--- config.mk ---
export PLATFORM = sky130hd
export DESIGN_NAME = seq_event_logger
export DESIGN_NICKNAME = d
export VERILOG_FILES = /design/src/rtl/seq_log_pkg.sv /design/src/rtl/seq_log_fifo.sv /design/src/rtl/seq_event_logger.sv
export SDC_FILE = /design/constraint.sdc
export NUM_CORES = 1
export LEC_CHECK = 0
export BUFFER_PORTS_ARGS = -buffer_cell sky130_fd_sc_hd__clkbuf_2
export CAP_MARGIN = 20
export CORE_MARGIN = 2
export CORE_UTILIZATION = 25
export CTS_CLUSTER_DIAMETER = 200
export DETAILED_ROUTE_END_ITERATION = 10
export HOLD_SLACK_MARGIN = 0.03
export PLACE_DENSITY = 0.42
export SLEW_MARGIN = 30
export SYNTH_ARGS = -nofsm -noshare
export SYNTH_HDL_FRONTEND = slang
export SYNTH_HIERARCHICAL = 1
export SYNTH_SLANG_ARGS = --single-unit
export TNS_END_PERCENT = 5
--- constraint.sdc ---
create_clock -name clk -period 2.95 [get_ports clk]
set_clock_uncertainty 0.15 [all_clocks]
set_input_delay 0.295 -clock clk [delete_from_list [all_inputs] [get_ports clk]]
set_output_delay 0.295 -clock clk [all_outputs]
set_load 0.005 [all_outputs]
--- src/rtl/seq_log_pkg.sv ---
// Shared types, default sizes and helpers for the Y-run event logger.
`timescale 1ns/1ps
package seq_log_pkg;

  localparam int unsigned TS_W_DEF    = 8;
  localparam int unsigned LEN_W_DEF   = 4;
  localparam int unsigned DEPTH_DEF   = 4;

  typedef struct packed {
    logic [TS_W_DEF-1:0]  ts;
    logic [LEN_W_DEF-1:0] len;
  } evt_t;

  // Increment that sticks at max_len instead of wrapping.
  function automatic int unsigned sat_inc(input int unsigned len, input int unsigned max_len);
    return (len >= max_len) ? max_len : len + 1;
  endfunction

endpackage

--- src/rtl/seq_log_fifo.sv ---
// First-word-fall-through FIFO; a push is accepted when full only if a pop happens on the same edge.
`timescale 1ns/1ps
module seq_log_fifo #(
  parameter int unsigned WIDTH = 12,
  parameter int unsigned DEPTH = 4
) (
  input  logic             clk,
  input  logic             rst_n,
  input  logic             i_push,
  input  logic [WIDTH-1:0] i_wdata,
  input  logic             i_pop,
  output logic [WIDTH-1:0] o_rdata,
  output logic             o_full,
  output logic             o_empty
);

  localparam int unsigned PtrW = (DEPTH > 1) ? $clog2(DEPTH) : 1;
  localparam int unsigned CntW = $clog2(DEPTH + 1);

  logic [WIDTH-1:0] r_mem [DEPTH];
  logic [PtrW-1:0]  r_wptr;
  logic [PtrW-1:0]  r_rptr;
  logic [CntW-1:0]  r_count;

  logic w_push;
  logic w_pop;

  assign o_empty = (r_count == '0);
  assign o_full  = (r_count == CntW'(DEPTH));
  assign w_pop   = i_pop & ~o_empty;
  assign w_push  = i_push & (~o_full | w_pop);

  always_ff @(posedge clk or negedge rst_n) begin
    if (!rst_n) begin
      r_wptr  <= '0;
      r_rptr  <= '0;
      r_count <= '0;
    end else begin
      if (w_push) r_wptr <= r_wptr + PtrW'(1);
      if (w_pop)  r_rptr <= r_rptr + PtrW'(1);
      unique case ({w_push, w_pop})
        2'b10:   r_count <= r_count + CntW'(1);
        2'b01:   r_count <= r_count - CntW'(1);
        default: r_count <= r_count;
      endcase
    end
  end

  // Storage needs no reset: reads are masked while empty.
  always_ff @(posedge clk) begin
    if (w_push) r_mem[r_wptr] <= i_wdata;
  end

  always_comb begin
    o_rdata = '0;
    if (!o_empty) o_rdata = r_mem[r_rptr];
  end

  a_count_range : assert property (@(posedge clk) disable iff (!rst_n)
    r_count <= CntW'(DEPTH));

endmodule

--- src/rtl/seq_event_logger.sv ---
// Turns each high run of Y into a {start timestamp, saturated length} record on a valid/ready stream.
`timescale 1ns/1ps
module seq_event_logger
  import seq_log_pkg::*;
#(
  parameter int unsigned TS_W  = TS_W_DEF,
  parameter int unsigned LEN_W = LEN_W_DEF,
  parameter int unsigned DEPTH = DEPTH_DEF
) (
  input  logic             clk,
  input  logic             rst_n,
  input  logic             Y,
  input  logic             evt_ready,
  input  logic             clr_ovf,
  output logic             evt_valid,
  output logic [TS_W-1:0]  evt_ts,
  output logic [LEN_W-1:0] evt_len,
  output logic             overflow
);

  localparam int unsigned MaxLen = (1 << LEN_W) - 1;
  localparam int unsigned RecW   = TS_W + LEN_W;

  logic [TS_W-1:0]  r_ts;
  logic             r_y_d;
  logic [LEN_W-1:0] r_run_len;
  logic [TS_W-1:0]  r_start_ts;
  logic             r_overflow;

  logic             w_rise;
  logic             w_cont;
  logic             w_fall;
  logic             w_pop;
  logic             w_full;
  logic             w_empty;
  logic             w_drop;
  logic [LEN_W-1:0] w_len_inc;
  logic [RecW-1:0]  w_rec;
  logic [RecW-1:0]  w_head;

  assign w_rise    = Y & ~r_y_d;
  assign w_cont    = Y & r_y_d;
  assign w_fall    = ~Y & r_y_d;
  assign w_pop     = evt_valid & evt_ready;
  assign w_drop    = w_fall & w_full & ~w_pop;
  assign w_len_inc = LEN_W'(sat_inc(32'(r_run_len), MaxLen));
  assign w_rec     = {r_start_ts, r_run_len};

  always_ff @(posedge clk or negedge rst_n) begin
    if (!rst_n) begin
      r_ts       <= '0;
      r_y_d      <= 1'b0;
      r_run_len  <= '0;
      r_start_ts <= '0;
      r_overflow <= 1'b0;
    end else begin
      r_ts  <= r_ts + TS_W'(1);
      r_y_d <= Y;
      if (w_rise) begin
        r_start_ts <= r_ts;
        r_run_len  <= LEN_W'(1);
      end else if (w_cont) begin
        r_run_len <= w_len_inc;
      end
      // A drop on the same edge as a clear keeps the flag set.
      if (w_drop) begin
        r_overflow <= 1'b1;
      end else if (clr_ovf) begin
        r_overflow <= 1'b0;
      end
    end
  end

  seq_log_fifo #(
    .WIDTH (RecW),
    .DEPTH (DEPTH)
  ) u_fifo (
    .clk     (clk),
    .rst_n   (rst_n),
    .i_push  (w_fall),
    .i_wdata (w_rec),
    .i_pop   (w_pop),
    .o_rdata (w_head),
    .o_full  (w_full),
    .o_empty (w_empty)
  );

  always_comb begin
    evt_valid         = ~w_empty;
    {evt_ts, evt_len} = w_head;
    overflow          = r_overflow;
  end

  a_ovf_sticky : assert property (@(posedge clk) disable iff (!rst_n)
    (r_overflow && !clr_ovf) |=> r_overflow);

endmodule

==> qor.yml <==
element_type_at_the_critical_path_start: "flip-flop"
die_h_um: 118.3
final_common_cell: "sky130_fd_sc_hd__edfxtp_1"
synth_ff_type: "sky130_fd_sc_hd__edfxtp_1"
tightestPinTransition_ps: 787.5
synth.top_cell.area_share: 0.4410
crit_path_max_incr_delay_ps: 480
final-max-slew-violation-count: 0
grt_use_total: 0.09063
viasPerCell: 4.196
finalSetupViolations: 0
yosysTopAreaCell: "sky130_fd_sc_hd__edfxtp_1"
yosys-top-cells-area: "sky130_fd_sc_hd__edfxtp_1, sky130_fd_sc_hd__dfrtp_1, sky130_fd_sc_hd__mux4_2, sky130_fd_sc_hd__mux2_4, sky130_fd_sc_hd__nor2b_1"
wire_length_of_the_first_global_routing_pass_um: 9411
cts_max_level: 3
outcome: "complete, no violations"
timing.slew.headroom: 0.4750
cellPowerDensity_nw_per_um2: 887.8
cap_violations: 0
report.final.hold_viol_count: 0
leakage_nw: 1.493
place.gp.congestion: 0.6719
crit_slowest_cell: "sky130_fd_sc_hd__dfrtp_1"
grt_use_met2: 0.1395
max_freq_mhz: 437.4
drt_first_iter_violations: 80
number_of_flops_mapped_to_enable_cells_by_yosys: 48
drcViolationCount: 0
ys_ff_latch: 77
ir_drop_mv: 0.2326
drt-wirelength-per-cell_um: 14.40
finalSetupTns_ps: 0
post_cts_resize_count: 0
clk_pin_slew_worst_paths_ps: 60
grt_antenna_before_repair: 0
postSynthAreaPerCell_um2: 16.18
floorplan.initialDensity: 0.2579
crit_family: "simple AND/OR/NAND/NOR gates"
netlist_instances: 202
grt.met3_usage: 0.02365
worst_hold_path_type: "in2reg"
path_class: "reg2reg"
synth_warnings: 6
synth_seq_area_share: 0.6631
area_growth_syn_to_layout_pct: 19.30
clockRootBuffer: "sky130_fd_sc_hd__clkbuf_16"
total_nets_after_synthesis: 214
crit_path_cell_trace: "nor3_2 -> nor2b_1 -> nand2b_1 -> or2_2 -> fa_1 -> nand2b_1 -> o211ai_1 -> o311ai_0"
worst_setup_path_end_kind: "flip-flop"
met1_usage: 0.1180
drtAntennaViolNets: 0
core_outline_area_um2: 12670
final_net_count: 243
synth.cell_area_um2: 3268
worst_ep_required_time_ps: 2990
floorplan.io_pins: 19
first_global_vias: 1658
ffs_w_async_s_r_synth: 0.3766
worst_skew_pair.late_latency_ps: 340
clock-sinks: 77
row_count: 41
route.vias.total: 1712
grt_max_degree: 30
critical-path-top-cell-by-count: "sky130_fd_sc_hd__nand2b_1"
drt_pre_antenna_iters: 4
max-clock-path-buffers: 2
hpwlAfterDp_um: 3920
grt_overflow_total: 0
cp.arrival_ps: 2330
global_route_hottest_layer: "met2"
tritoncts: "done"
antenna_cell_count: 0
layout_cells_sized_above_1: 0.2797
critical_path_buf_inv_count: 0
timing.final.crit_share: 0.7751
layout_common_cells: "sky130_fd_sc_hd__edfxtp_1, sky130_fd_sc_hd__dfrtp_1, sky130_fd_sc_hd__clkbuf_2, sky130_fd_sc_hd__nor2b_1, sky130_fd_sc_hd__mux4_2"
rsz0062_at_grt: "no"
cp_max_fo: 8
die_width_um: 118.3
final_period_minus_worst_setup_slack_ps: 2286
number_of_buffers_created_by_cts: 9
hold_ws_ps: 79.84
route.final.wire_length_um: 5877
fillerInstances: 1249
post_synth_num_cell_types: 38
place.port_buffers: 18
die_area_um2: 14000
per-layer routing:
layer | wire length [um] | vias to the layer above
met5 | 0 | -
met2 | 2775 | 19
met1 | 2821 | 876
met4 | 131 | 0
li1 | - | 804
met3 | 148 | 13
through the flow:
step	setup WS [ps]	instance area (um2)	util	cells	power, mW
floorplan	250.2	3268	-	202	2.071
global placement	622.9	3571	0.2818	390	2.414
detailed placement	613.0	3571	0.2818	390	2.395
CTS	637.6	3899	0.3077	408	3.528
global route	507.2	3899	0.3077	408	3.674
finish	663.5	3899	0.3077	408	3.461
timing repair:
item / in CTS / in global routing
hold buffers: 2 / 0
endpoints found under the hold margin: 30 / 0
buffers inserted: 0 / 0
worst register-to-register path, cell delays in order, from the launching register on:
cell	delay, ps
sky130_fd_sc_hd__dfrtp_1	480
sky130_fd_sc_hd__nor3_2	130
sky130_fd_sc_hd__nor2b_1	160
sky130_fd_sc_hd__nand2b_1	100
sky130_fd_sc_hd__or2_2	290
sky130_fd_sc_hd__fa_1	370
sky130_fd_sc_hd__nand2b_1	160
sky130_fd_sc_hd__o211ai_1	150
sky130_fd_sc_hd__o311ai_0	150
area by class of cell:
class | count | area, um2 | share of cell area
Inverter | 9 | 33.78 | 0.008665
Tap cell | 172 | 215.2 | 0.05520
Timing Repair Buffer | 27 | 162.7 | 0.04172
Clock inverter | 7 | 82.58 | 0.02118
Sequential cell | 77 | 2167 | 0.5558
Multi-Input combinational cell | 107 | 1012 | 0.2596
Clock buffer | 9 | 225.2 | 0.05777
power by group:
part,leakage (nW),switching (mW),total (mW),internal [mW]
logic,0.553,0.415,0.901,0.486
clock network,0.152,0.449,1.12,0.668
registers,0.787,0.144,1.44,1.30
sequential cells by signal, summed over array words and instances, names as in the netlist:
name            flops
u_fifo/r_wptr       2
r_run_len           4
overflow            1
r_y_d               1
r_start_ts          8
u_fifo/r_count      3
u_fifo/r_mem       48
u_fifo/r_rptr       2
r_ts                8
logic make-up after synthesis:
group | share of synthesized area
buf+inv | 0.02871
flops | 0.6631
simple gates | 0.08231
fa+ha+maj | 0.02910
compound gates | 0.04479
mux | 0.1225
xor+xnor | 0.02948
path summary, 6_finish.rpt:
check | startpoint | depth (start not counted) | to | slack [ps]
worst max-delay path | u_fifo/r_count[2]$_DFFE_PN0P_ | 8 | u_fifo/r_count[2]$_DFFE_PN0P_ | 660
worst min-delay path | Y | 1 | r_y_d$_DFF_PN0_ | 80
worst max register to register | u_fifo/r_count[2]$_DFFE_PN0P_ | 8 | u_fifo/r_count[2]$_DFFE_PN0P_ | 660
worst min register to register | r_ts[7]$_DFF_PN0_ | 1 | r_ts[7]$_DFF_PN0_ | 330
max in group asynchronous | rst_n | 2 | r_start_ts[2]$_DFFE_PN0P_ | 1720
min in group asynchronous | rst_n | 2 | overflow$_DFFE_PN0P_ | 420
Yosys cell counts (4+ instances only):
library cell                n
sky130_fd_sc_hd__and2_1     4
sky130_fd_sc_hd__dfrtp_1   29
sky130_fd_sc_hd__edfxtp_1  48
sky130_fd_sc_hd__ha_1       6
sky130_fd_sc_hd__inv_1      9
sky130_fd_sc_hd__mux2_4     8
sky130_fd_sc_hd__mux4_2    12
sky130_fd_sc_hd__nand2_1    6
sky130_fd_sc_hd__nand3_1    7
sky130_fd_sc_hd__nor2_1     6
sky130_fd_sc_hd__nor2b_1   13
sky130_fd_sc_hd__o21ai_0    4
sky130_fd_sc_hd__xnor2_1    8
(Power assumes the default switching activity.)
